--- src/rtl/cpu_run_ctrl_pkg.sv ---
// Shared definitions for the CPU run controller: state encodings as the debug
// unit decodes them, default widths, and a small state decode helper.
package cpu_run_ctrl_pkg;

  localparam int unsigned DEF_PC_W   = 32;
  localparam int unsigned DEF_BRST_W = 16;
  localparam int unsigned DEF_CYC_W  = 32;

  typedef enum logic [1:0] {
    ST_IDLE   = 2'b00,
    ST_RUN    = 2'b01,
    ST_BURST  = 2'b10,
    ST_BPHALT = 2'b11
  } run_state_e;

  // CPU is stopped in IDLE and BPHALT
  function automatic logic is_halted(input run_state_e s);
    return (s == ST_IDLE) || (s == ST_BPHALT);
  endfunction

endpackage

--- src/rtl/btn_sync_edge.sv ---
// Two-flop synchronizer for a raw board input plus a one-clk rising-edge pulse.
//   clk, rst : system clock, synchronous active-high reset
//   raw      : asynchronous switch/button level
//   level    : synchronized level (registered)
//   rise_c   : one-clk pulse on each synchronized 0->1 transition
module btn_sync_edge (
  input  logic clk,
  input  logic rst,
  input  logic raw,
  output logic level,
  output logic rise_c
);

  logic meta_q;
  logic prev_q;

  // synchronizer chain and edge-history flop
  always_ff @(posedge clk) begin
    if (rst) begin
      meta_q <= 1'b0;
      level  <= 1'b0;
      prev_q <= 1'b0;
    end else begin
      meta_q <= raw;
      level  <= meta_q;
      prev_q <= level;
    end
  end

  assign rise_c = level & ~prev_q;

endmodule

--- src/rtl/cpu_run_ctrl.sv ---
// CPU run controller: turns run/step/burst controls into a one-clk CPU clock
// enable, with PC breakpoint halt and status for the debug display.
//   clk, rst          : system clock, synchronous active-high reset
//   run, step, burst  : raw switch / buttons
//   burst_n           : burst length, sampled on the burst edge
//   bp_en, bp_addr    : breakpoint enable and PC
//   pc                : CPU PC, valid the clk after each cpu_ce
//   cpu_ce            : CPU clock enable (registered)
//   halted            : decode of state (IDLE or BPHALT)
//   state             : 00 IDLE, 01 RUN, 10 BURST, 11 BPHALT
//   bp_hit            : sticky breakpoint-taken flag
//   burst_left        : remaining burst cycles
//   cyc_cnt           : cpu_ce pulses since reset
module cpu_run_ctrl
  import cpu_run_ctrl_pkg::*;
#(
  parameter int unsigned PC_W   = DEF_PC_W,
  parameter int unsigned BRST_W = DEF_BRST_W,
  parameter int unsigned CYC_W  = DEF_CYC_W
) (
  input  logic              clk,
  input  logic              rst,
  input  logic              run,
  input  logic              step,
  input  logic              burst,
  input  logic [BRST_W-1:0] burst_n,
  input  logic              bp_en,
  input  logic [PC_W-1:0]   bp_addr,
  input  logic [PC_W-1:0]   pc,
  output logic              cpu_ce,
  output logic              halted,
  output logic [1:0]        state,
  output logic              bp_hit,
  output logic [BRST_W-1:0] burst_left,
  output logic [CYC_W-1:0]  cyc_cnt
);

  logic run_meta_q, run_s;
  logic step_lvl, step_p_c;
  logic burst_lvl, burst_p_c;

  run_state_e        state_q, state_n;
  logic              phase_q, phase_n;   // 1 = current cycle is an issue cycle
  logic              skip_q, skip_n;
  logic              bp_hit_q, bp_hit_n;
  logic              ce_n;
  logic [BRST_W-1:0] left_q, left_n;
  logic [CYC_W-1:0]  cyc_q;
  logic              cpu_ce_q;
  logic              bp_match_c;

  // run is a level: synchronizer only
  always_ff @(posedge clk) begin
    if (rst) begin
      run_meta_q <= 1'b0;
      run_s      <= 1'b0;
    end else begin
      run_meta_q <= run;
      run_s      <= run_meta_q;
    end
  end

  btn_sync_edge u_step_sync (
    .clk    (clk),
    .rst    (rst),
    .raw    (step),
    .level  (step_lvl),
    .rise_c (step_p_c)
  );

  btn_sync_edge u_burst_sync (
    .clk    (clk),
    .rst    (rst),
    .raw    (burst),
    .level  (burst_lvl),
    .rise_c (burst_p_c)
  );

  assign bp_match_c = bp_en && (pc == bp_addr) && !skip_q;

  // Next-state logic. Entries from a stopped state issue at once unless the
  // current cycle is already an issue cycle (trailing step ce); then they
  // start with a gap so no ce is ever doubled.
  always_comb begin
    state_n  = state_q;
    ce_n     = 1'b0;
    phase_n  = 1'b0;
    skip_n   = skip_q;
    bp_hit_n = bp_hit_q;
    left_n   = left_q;

    if (phase_q) skip_n = 1'b0;

    case (state_q)
      ST_IDLE: begin
        if (run_s) begin
          state_n  = ST_RUN;
          bp_hit_n = 1'b0;
          skip_n   = 1'b1;
          ce_n     = ~phase_q;
        end else if (step_p_c) begin
          bp_hit_n = 1'b0;
          ce_n     = 1'b1;
        end else if (burst_p_c && (burst_n != '0)) begin
          state_n  = ST_BURST;
          left_n   = burst_n;
          bp_hit_n = 1'b0;
          skip_n   = 1'b1;
          ce_n     = ~phase_q;
        end
      end
      ST_RUN: begin
        if (phase_q) begin
          ce_n = 1'b0;
        end else if (!run_s) begin
          state_n = ST_IDLE;
        end else if (bp_match_c) begin
          state_n  = ST_BPHALT;
          bp_hit_n = 1'b1;
        end else begin
          ce_n = 1'b1;
        end
      end
      ST_BURST: begin
        if (phase_q) begin
          left_n = left_q - BRST_W'(1);
        end else if (bp_match_c) begin
          state_n  = ST_BPHALT;
          bp_hit_n = 1'b1;
        end else if (left_q == '0) begin
          state_n = ST_IDLE;
        end else begin
          ce_n = 1'b1;
        end
      end
      ST_BPHALT: begin
        if (step_p_c) begin
          state_n  = ST_IDLE;
          bp_hit_n = 1'b0;
          ce_n     = 1'b1;
        end else if (burst_p_c && (burst_n != '0)) begin
          state_n  = ST_BURST;
          left_n   = burst_n;
          bp_hit_n = 1'b0;
          skip_n   = 1'b1;
          ce_n     = ~phase_q;
        end else if (!run_s) begin
          state_n = ST_IDLE;
        end
      end
      default: state_n = ST_IDLE;
    endcase

    phase_n = ce_n;
  end

  // state and output registers
  always_ff @(posedge clk) begin
    if (rst) begin
      state_q  <= ST_IDLE;
      phase_q  <= 1'b0;
      skip_q   <= 1'b0;
      bp_hit_q <= 1'b0;
      left_q   <= '0;
      cpu_ce_q <= 1'b0;
      cyc_q    <= '0;
    end else begin
      state_q  <= state_n;
      phase_q  <= phase_n;
      skip_q   <= skip_n;
      bp_hit_q <= bp_hit_n;
      left_q   <= left_n;
      cpu_ce_q <= ce_n;
      if (cpu_ce_q) cyc_q <= cyc_q + CYC_W'(1);
    end
  end

  assign cpu_ce     = cpu_ce_q;
  assign state      = state_q;
  assign halted     = is_halted(state_q);
  assign bp_hit     = bp_hit_q;
  assign burst_left = left_q;
  assign cyc_cnt    = cyc_q;

endmodule

--- config.mk ---
export PLATFORM = sky130hd
export DESIGN_NAME = cpu_run_ctrl
export DESIGN_NICKNAME = d
export VERILOG_FILES = /design/src/rtl/cpu_run_ctrl_pkg.sv /design/src/rtl/btn_sync_edge.sv /design/src/rtl/cpu_run_ctrl.sv
export SDC_FILE = /design/constraint.sdc
export NUM_CORES = 1
export LEC_CHECK = 0
export ABC_AREA = 1
export ABC_CLOCK_PERIOD_IN_PS = 2000
export CORE_MARGIN = 2
export CORE_UTILIZATION = 40
export DETAILED_ROUTE_END_ITERATION = 12
export GPL_ROUTABILITY_DRIVEN = 0
export PLACE_DENSITY = 0.8
export SYNTH_ARGS = -nofsm -noshare
export SYNTH_HDL_FRONTEND = slang
export SYNTH_SLANG_ARGS = --single-unit
--- constraint.sdc ---
create_clock -name clk -period 2 [get_ports clk]
set_input_delay 0.5 -clock clk [delete_from_list [all_inputs] [get_ports clk]]
set_output_delay 0.5 -clock clk [all_outputs]
set_load 0.05 [all_outputs]
==> impl_results.md <==
- Gr usage total: 21.45%
- Synth cell count leaders: nand2_1, inv_1, nor2_1
- Slew Viols, Final: 0
- Final hold vios: 0
- Final instance area: 6135 um^2
- Worst skew pair latency: 0.34 ns
- Critical Path End Type: primary output
- Slew margin rel.: 79.31%
- TritonCTS buffer count: 9
- CP startpoint kind: register
- Status: complete, no violations
- Setup Crit Path Kind: reg -> out
- Die height: 107.2 um
- # hold bufs at CTS: 0
- Combinational fraction of design power: 46.8%
- Yosys top cell area share: 28.68%
- Main synth FF type: dfxtp_1
- Cell Int Power: 2766 uW
- Max-capacitance violation count: 0
- Longest Clk Path Bufs: 2
- Antenna diodes: 0
- CP delay by family, top: flip-flops
- H-tree depth: 3
- First DRT Iteration DRCs: 212
- Ys Warns: 0
- Routed metal-1 wirelength: 5.324 mm
- Most frequent cell after synthesis: nand2_1
- Worst-Margin Slew: 0.3076 ns
- Hold/Removal Path Class: reg -> reg
- Die Width: 107.2 um
- Pin count of the biggest net entering global routing: 35
- Initial Utilization: 41.24%
- Worst-path fanout max: 5
- RSZ-0062 raised after global routing: no
- Distinct cells, synth: 37
- Switch share: 41.08%
- Worst Path Arrival: 1.38 ns
- Number of synthesized flops with an enable pin: 0
- Detailed-route via count: 4886
- Finished Layout Cells: 1033
- Sequential Power Share: 30.2%
- I/O pin cnt: 139
- Slowest-stage cell, CP: dfxtp_2
- Die area: 11490 um^2
- FF+latch count, synth: 61
- CP max stage delay: 0.37 ns
- Layout cells sized above 1: 15.72%
- CTS tree: built
- Via/cell ratio: 4.730
- P&R area growth vs syn: 44.08%
- Setup TNS: 0 ns
- Metal2 WL: 5.765 mm
- P_sw: 1929 uW
- Remaining DRCs: 0
- Seq/Total Area, Yosys: 28.68%
- Post-layout min period: 1.878 ns
- Postcts setup bufs: 0
- Leak Pwr: 0.002983 uW
- VDD IR-drop max: 0.0006676 V
- Part of the cycle the worst path needs: 93.92%
- Mapped Nets: 813
- Cell Chain, Critical Path: inv_1 -> ha_1 -> inv_2 -> buf_12
- Cell area after synthesis: 4258 um^2
- TritonCTS Sinks: 61
- Max Freq: 0.5324 GHz
- Fin nets: 987
- Clock power share: 23.0%
- Placed insts: 1018
- Rows: 37
- Clock skew: 0.01155 ns
- Hold WS: 0.3980 ns
- Post-route ant nets: 0
- Initial antenna violation count: 0
- Post-CTS sizing: 0
- Clock root buffer: clkbuf_8
- Routed wire per std cell: 11.78 um
- Fraction of registers with async set or reset after synthesis: 0%
- Worst Path Required: 1.50 ns
- Number of buffers and inverters on the critical path: 3
- Overflow after GRT: 0
- Syn avg cell area: 5.922 um^2
- Synth Instances: 719
- Clock slew seen by the registers of the worst setup and hold paths: 0.06 ns
- Drt total wl: 12.17 mm
- First-pass GRT wire length: 20.03 mm
- Pwr dens: 765.3 nW/um^2
- Largest cells by area after synthesis: dfxtp_1, nand2_1, inv_1, nor2_1, a21oi_1
- Total Power: 4695 uW
- Vias in the first global route: 4487
- Top Metal Used: met4
- Area leader, netlist: dfxtp_1
- DP Wirelength: 9.847 mm
- Met3 wire length: 831 um
- Placed cell areas: 5939 um^2
- PortBufs: 138
- Core footprint: 10320 um^2
- Final setup vio count: 0
- First-pass DRT Iterations: 5
## path summary, 6_finish.rpt
path                                            startpoint                           to  slack, ns  cells past startpoint
worst max-delay path                 state[0]$_SDFFE_PP0P_                       halted       0.12                      4
worst min-delay path                 run_meta_q$_SDFF_PP0_             run_s$_SDFF_PP0_       0.40                      2
worst max register to register  burst_left[1]$_SDFFE_PP0P_  burst_left[10]$_SDFFE_PP0P_       0.22                     11
worst min register to register       run_meta_q$_SDFF_PP0_             run_s$_SDFF_PP0_       0.40                      2
## cells by family (layout without fill, tap and decap cells)
| group | count (synthesis) | after routing | synth area share [%] |
|---|---|---|---|
| AO/OA/AOI/OAI | 98 | 98 | 12.69 |
| XOR/XNOR | 18 | 18 | 3.703 |
| adder cells (fa/ha/maj) | 8 | 8 | 2.351 |
| buffers and inverters | 146 | 324 | 13.19 |
| flip-flops | 61 | 61 | 28.68 |
| AND/OR/NAND/NOR | 388 | 388 | 39.38 |
## registers in the layout (all words and copies together) (netlist names)
signal,flops
skip_q,1
run_meta_q,1
cpu_ce,1
run_s,1
cyc_cnt,32
u_burst_sync.level,1
bp_hit,1
u_step_sync.meta_q,1
u_burst_sync.meta_q,1
burst_left,16
u_step_sync.prev_q,1
u_step_sync.level,1
u_burst_sync.prev_q,1
state,2
## layout make-up
| class | instances | area [um^2] |
|---|---|---|
| Inverter | 133 | 499.2 |
| Multi-Input combinational cell | 512 | 2480 |
| Fill cell | 982 | 4189 |
| Clock buffer | 11 | 141.4 |
| Tap cell | 136 | 170.2 |
| Timing Repair Buffer | 176 | 1572 |
| Sequential cell | 61 | 1224 |
| Clock inverter | 4 | 48.80 |
## power by group through the flow
stage	Combinational [uW]	Clock (uW)	Sequential, uW
3_5_place_dp	2170	0	1440
4_1_cts	2180	1100	1420
2_1_floorplan	1130	0	1720
5_1_grt	2420	1140	1430
3_3_place_gp	2140	0	1450
6_report	2200	1080	1420
## routing by layer
layer	track usage, %	up-vias
li1	-	2590
met1	26.29	2121
met2	37.03	152
met3	5.228	23
met4	6.401	0
met5	0	-
## cells in the final DEF, fill, tap and decap left out, types with 2 or more instances in the layout
master	instances
buf_12	3
nand2_4	2
o21ai_1	4
dfxtp_2	2
inv_1	125
ha_1	8
nand2_1	194
nor4_1	3
a31oi_1	6
xnor2_1	8
clkdlybuf4s50_1	85
clkinv_2	2
nand2_2	3
nor3_2	4
dfxtp_1	59
nor3_1	12
clkbuf_8	10
nand3_2	2
xor2_1	10
nand3_1	32
a211oi_2	2
a21oi_1	38
o21ai_0	37
a211oi_1	2
nor2_2	11
buf_4	88
nand4_1	11
nor2_1	103
o31ai_1	2
nand3b_1	7
o21a_1	4
inv_2	8
## worst register-to-register path, stage by stage (launching register included)
cell	delay (ns)
dfxtp_1	0.31
inv_1	0.15
ha_1	0.24
nand2_1	0.10
nor2_1	0.19
nand2_1	0.13
inv_2	0.08
nor2_1	0.04
o21ai_0	0.14
o21ai_0	0.11
nor2_1	0.14
a211oi_2	0.05
## metrics by stage
stage | worst slack [ns] | util, %
floorplan | 0.04089 | -
global placement | -0.1177 | 57.53
detailed placement | -0.1543 | 57.53
CTS | 0.07024 | 59.37
global route | 0.005986 | 59.42
finish | 0.1217 | 59.42
Note: power is estimated with default switching activity, not from simulation.
